**src/rtl/reg_file.sv**
```systemverilog
// Integer register file x0..x31: one WB write port and two combinational ID read ports.
// Define REGFILE_BYPASS_EN to let a same-cycle WB write appear on the read ports.
module reg_file #(
  parameter int XLEN    = 32,
  parameter int REG_NUM = 32,
  parameter int IDX_W   = 5    // 2**IDX_W must equal REG_NUM
) (
  input  logic             clk_in,
  input  logic             rst_in,
  input  logic             we_in,
  input  logic [IDX_W-1:0] wIdx_in,
  input  logic [XLEN-1:0]  wData_in,
  input  logic             re1_in,
  input  logic [IDX_W-1:0] rIdx1_in,
  output logic [XLEN-1:0]  rData1_out,
  input  logic             re2_in,
  input  logic [IDX_W-1:0] rIdx2_in,
  output logic [XLEN-1:0]  rData2_out
);

  logic [XLEN-1:0] regs [REG_NUM];

  // NOTE: the storage array is deliberately inside the async reset, so no entry can ever
  // read back X, even one that is never written; this costs a flop-based array, not a RAM.
  // NOTE: non-blocking assignments keep every entry update tied to the same clock edge.
  always_ff @(posedge clk_in or posedge rst_in) begin
    if (rst_in) begin
      regs <= '{default: '0};
    end else if (we_in && (wIdx_in != '0)) begin
      regs[wIdx_in] <= wData_in;
    end
  end

  // Read priority: reset, port disabled, x0, same-cycle WB bypass, stored entry.
  // The x0 test sits ahead of the bypass, so a write to x0 can never be forwarded.
  function automatic logic [XLEN-1:0] read_port(input logic             re,
                                                 input logic [IDX_W-1:0] idx);
    logic [XLEN-1:0] val;
    val = '0;
    if (rst_in || !re || (idx == '0)) begin
      val = '0;
`ifdef REGFILE_BYPASS_EN
    end else if (we_in && (wIdx_in == idx)) begin
      val = wData_in;
`endif
    end else begin
      val = regs[idx];
    end
    return val;
  endfunction

  // NOTE: every output gets a value on every path through always_comb, so no latch is inferred.
  always_comb begin
    rData1_out = read_port(re1_in, rIdx1_in);
    rData2_out = read_port(re2_in, rIdx2_in);
  end

endmodule

```
**config.mk**
```make
export PLATFORM = sky130hd
export DESIGN_NAME = reg_file
export DESIGN_NICKNAME = d
export VERILOG_FILES = /design/src/rtl/reg_file.sv
export SDC_FILE = /design/constraint.sdc
export NUM_CORES = 2
export LEC_CHECK = 0
export CORE_UTILIZATION = 45
export DETAILED_ROUTE_END_ITERATION = 10
export PLACE_DENSITY = 0.59
export SLEW_MARGIN = 20
export SYNTH_ARGS = -nofsm -noshare
export SYNTH_HDL_FRONTEND = slang
export SYNTH_SLANG_ARGS = --single-unit
```
**constraint.sdc**
```tcl
create_clock -name clk_in -period 45.1 [get_ports clk_in]
set_input_delay 9.02 -clock clk_in [delete_from_list [all_inputs] [get_ports clk_in]]
set_output_delay 9.02 -clock clk_in [all_outputs]
set_load 0.05 [all_outputs]
```
# After elaboration in Yosys (flattened, before gate mapping)
# Cells that the tools add are included.
op_classes:
  n_lt_le_gt_ge: 4
  n_mux: 11
  bitwise: 3
  n_reduce_logical: 11
op_table:
  columns: ["cell", "count"]
  rows:
  - ["$bwmux 1024", 1]
  - ["$bmux 32 s5", 2]
  - ["$mux 32", 7]
  - ["$demux 32 s5", 1]
  - ["$ge 6x6->1 const B", 3]
  - ["$not 5->6", 3]
  - ["$logic_not 5->1", 2]
  - ["$lt 6x1->1 const B", 1]
  - ["$reduce_bool 5->1", 1]
  - ["$logic_or 1x1->1", 4]
  - ["$logic_and 1x1->1", 2]
  - ["$logic_not 1->1", 2]
totals:
  regBits: 1024
  in_bits: 52
  out_inout_bits: 64
  wordCells: 61

# Longest topological paths before layout
depth:
  depth_word: 6
  mapped_depth: 9

# Worst setup path before layout
# No wires, ideal clock.
synth_timing:
  path_kind: "in2out"
  startpoint: "input port rst_in"
  endpoint: "output port rData1_out[0]"
  arrival_ns: 33.586
  slack_ns: 2.494
  stages: 5
  path_buffers: 1
  path_cell_list: "inv_1 > and3_1 > clkbuf_1 > a31oi_1 > a32oi_1"
synth_via:
  elab_chain_cells: 3
synth_rtl:
  columns: ["item", "line_no", "source"]
  rows:
  - ["from (decl)", "9", "input logic rst_in,"]
  - ["$logic_or 1x1->1 (2 in a row)", "40", "if (rst_in || !re || (idx == '0)) begin"]
  - ["$mux 32", "40", null]
  - ["to (decl)", "15", "output logic [XLEN-1:0] rData1_out,"]
# No other way between the ends.

# Worst setup path after layout
layout_timing:
  startpoint: "input port rIdx2_in[1]"
  endpoint: "output port rData2_out[21]"
layout_via:
  elab_chain_cells: 5
layout_rtl:
  columns: ["item", "line_no", "source"]
  rows:
  - ["from (decl)", "17", "input logic [IDX_W-1:0] rIdx2_in,"]
  - ["$not 5->6 (not written as such)", "47", "val = regs[idx];"]
  - ["$bmux 32 s5", "47", null]
  - ["$mux 32 (not written as such) (2 in a row)", "47", null]
  - ["$mux 32 (*)", "40", null]
  - ["to (decl)", "18", "output logic [XLEN-1:0] rData2_out"]
# Mark *: on every way between the ends. The rest lies on a longest branch, timed or not. The select of a mux whose other input is x is not followed.

==> impl_results.md <==
* Number of post-CTS setup repair buffers at 0
* Fin Hold WS at 0.396 ns
* Post-synth net total at 3974
* Yosys warning count at 0
* Unrepaired setup endpoints after global routing: false
* Int Pwr at 1.97 mW
* 1st-iter DRT viols at 3812
* Nets at 3851
* Count of different cell masters after synthesis at 40
* Via density at 6.62
* Initial Util at 45.3%
* Setup WS pre-CTS at 22.64 ns
* CTS Buffer Depth at 3
* Most common cell in the netlist: mux2_2
* Placed inst area at 0.0572 mm2
* CP Launch Type: input port
* Largest net degree at the start of global routing at 153
* Setup crit end kind: output pin
* Critical Path, Cell by Cell: buf_8 -> buf_4 -> buf_4 -> and2_1 -> a22oi_1 -> nand3_1 -> a32oi_1 -> clkdlybuf4s50_1
* Gate Count Post-Synth at 3922
* EDFF count, synth at 0
* Root Driver: clkbuf_16
* Clk sinks at 1024
* Critical path buffers and inverters at 4
* CP delay by family, top: buffers and inverters
* Synth area leader: dfrtp_1
* Most instantiated cells after synthesis: mux2_2 (1057), dfrtp_1 (1024), mux2i_1 (430)
* Fin Setup TNS at 0 ns
* TritonCTS buffer count at 117
* Worst hold path class: reg2reg
* Arrival @ worst endpoint at 13.51 ns
* Antenna violations before repair at 12
* Vias in the first global route at 37200
* HPWL reported at the end of detailed placement at 103000 um
* Global-route wire length before repair at 275000 um
* Comb pwr share at 19.9%
* Port bufs at 115
* Worst Tran Pin Value at 1.25 ns
* Final setup fails at 0
* Slew Viols, Final at 0
* Seq pwr share at 44.6%
* Routed WL per cell at 34.2 um
* Setup ws final at 22.57 ns
* # fillers at 10400
* Top-area cell type share of the netlist area at 46.5%
* Global Route Usage Sum at 30.3%
* Max_cap viols at 0
* Die W at 352 um
* R2R cell count at 1
* Pre-antenna DRT Iters at 5
* Yosys reg bits at 1024
* Crit path depth at 8
* Placed Cells at 5305
* Synth Flop Type: dfrtp_1
* Io pins at 116
* Largest register FFs at 1024
* Worst path most repeated cell: buf_4
* Top reg by flops: regs
* Max_slew headroom at 16.9%
* Synth top area cells: dfrtp_1 (46%), mux2_2 (22%), mux4_2 (12%)
* Clock Pin Slew Worst Setup and Hold Paths at 0.06 ns
* Final period utilization at 50.0%
* Final std cells w/o fill at 5529
* Routability cong. at 0.808
* Cell with the largest stage delay on the worst path: and2_1
* Final WL at 189000 um
* Pwr dens at 44.9 mW/mm2
* WP data required at 36.08 ns
* Vias at 36600
* CTS tree: built
* Total grt overflow at 0
* Switching component of the power at 774 uW
* Seq/Total Area, Yosys at 46.5%
* Final Hold Vio Count at 0
* Max VDD drop at 0.0000357 V
* Htree depth at 3
* Cell area after layout at 0.0610 mm2
* Die area at 0.124 mm2
* Fmax at 44.4 MHz
* Final Skew at 0 ns
* Critical Path Max Stage Delay at 1.05 ns
* Resize count post-CTS at 0
* Final core area utilization at 50.2%
* Antenna-violating nets left at 0
* Die Y at 352 um
* Clk_lat worst skew at 0.72 ns
* Post-layout min period at 22.53 ns
* Total core area at 0.122 mm2
* Outcome: finished, final reports clean
* Switching Share at 28.2%
* Area delta synth->final at 10.8%
* Clk pwr share at 35.5%
* Critical path class: in2out
* Worst Hold Depth at 0
* Num rows at 128
* DR DRC count at 0
* Static leakage at 26.7 nW
* Share of cells above drive strength 1 at 44.1%
* Syn_area_per_cell at 14.1 um2
* Largest registers: regs (1024)
* Tot Pwr at 2.74 mW
* Synth async-reset ratio at 100%
* Worst Path Max Fanout at 69
* Post-CTS Hold Buffers at 0
* Netlist Area Pre-Place at 0.0551 mm2
-- area by class of cell --
type | count | area (um2) | share of cell area (%)
flip-flops and latches | 1024 | 25600 | 42.0
diodes | 3 | 7.51 | 0.0123
multi-input cells | 2449 | 27600 | 45.3
well taps | 1625 | 2030 | 3.33
repair buffers | 203 | 1800 | 2.94
inverters | 4 | 25.0 | 0.0410
clock buffers | 169 | 3420 | 5.60
clock inverters | 52 | 492 | 0.806
-- kinds of logic (layout without fill, tap and decap cells) --
group	after synthesis	in the layout	share of synthesized area, %
compound gates	414	414	5.41
simple gates	215	215	1.90
flops	1024	1024	46.5
mux	1820	1820	42.3
other cells	0	3	0
buf+inv	449	428	3.88
-- final timing paths --
| kind | startpoint | endpoint | slack (ns) |
|---|---|---|---|
| min in group asynchronous | rst_in | regs[871] | 8.89 |
| worst max-delay path | rIdx2_in[1] | rData2_out[21] | 22.57 |
| max in group asynchronous | rst_in | regs[984] | 33.23 |
| worst min register to register | regs[1010] | regs[1010] | 0.40 |
| worst max register to register | regs[376] | regs[376] | 44.28 |
| worst min-delay path | regs[1010] | regs[1010] | 0.40 |
-- cells in the final DEF (no fill, tap or decap), drive strengths merged, types with 12 or more instances in the layout --
master,count
mux2,1091
dfrtp,1024
mux2i,430
mux4,299
clkbuf,169
a22oi,151
buf,114
clkdlybuf4s50,89
nand2,72
nand3,65
a221oi,62
a32oi,62
o21ai,62
a21oi,43
clkinv,38
nor2,23
nand2b,20
a31oi,18
o211ai,12
-- per-layer routing --
layer | wire [um] | track usage (%) | part of all wire, %
met2 | 86500 | 46.7 | 46
met3 | 12800 | 4.64 | 6.8
met5 | 57 | 0 | 0.030
met4 | 6180 | 9.92 | 3.3
met1 | 83300 | 43.9 | 44
-- power groups by stage --
| stage | Sequential (mW) | Combinational [mW] | Clock (mW) |
|---|---|---|---|
| 2_1_floorplan | 1.20 | 0.432 | 0 |
| 3_3_place_gp | 1.23 | 0.537 | 0 |
| 3_5_place_dp | 1.23 | 0.544 | 0 |
| 4_1_cts | 1.22 | 0.546 | 0.988 |
| 5_1_grt | 1.25 | 0.582 | 1.03 |
| 6_report | 1.22 | 0.546 | 0.974 |
Note: power is estimated with default switching activity, not from simulation.
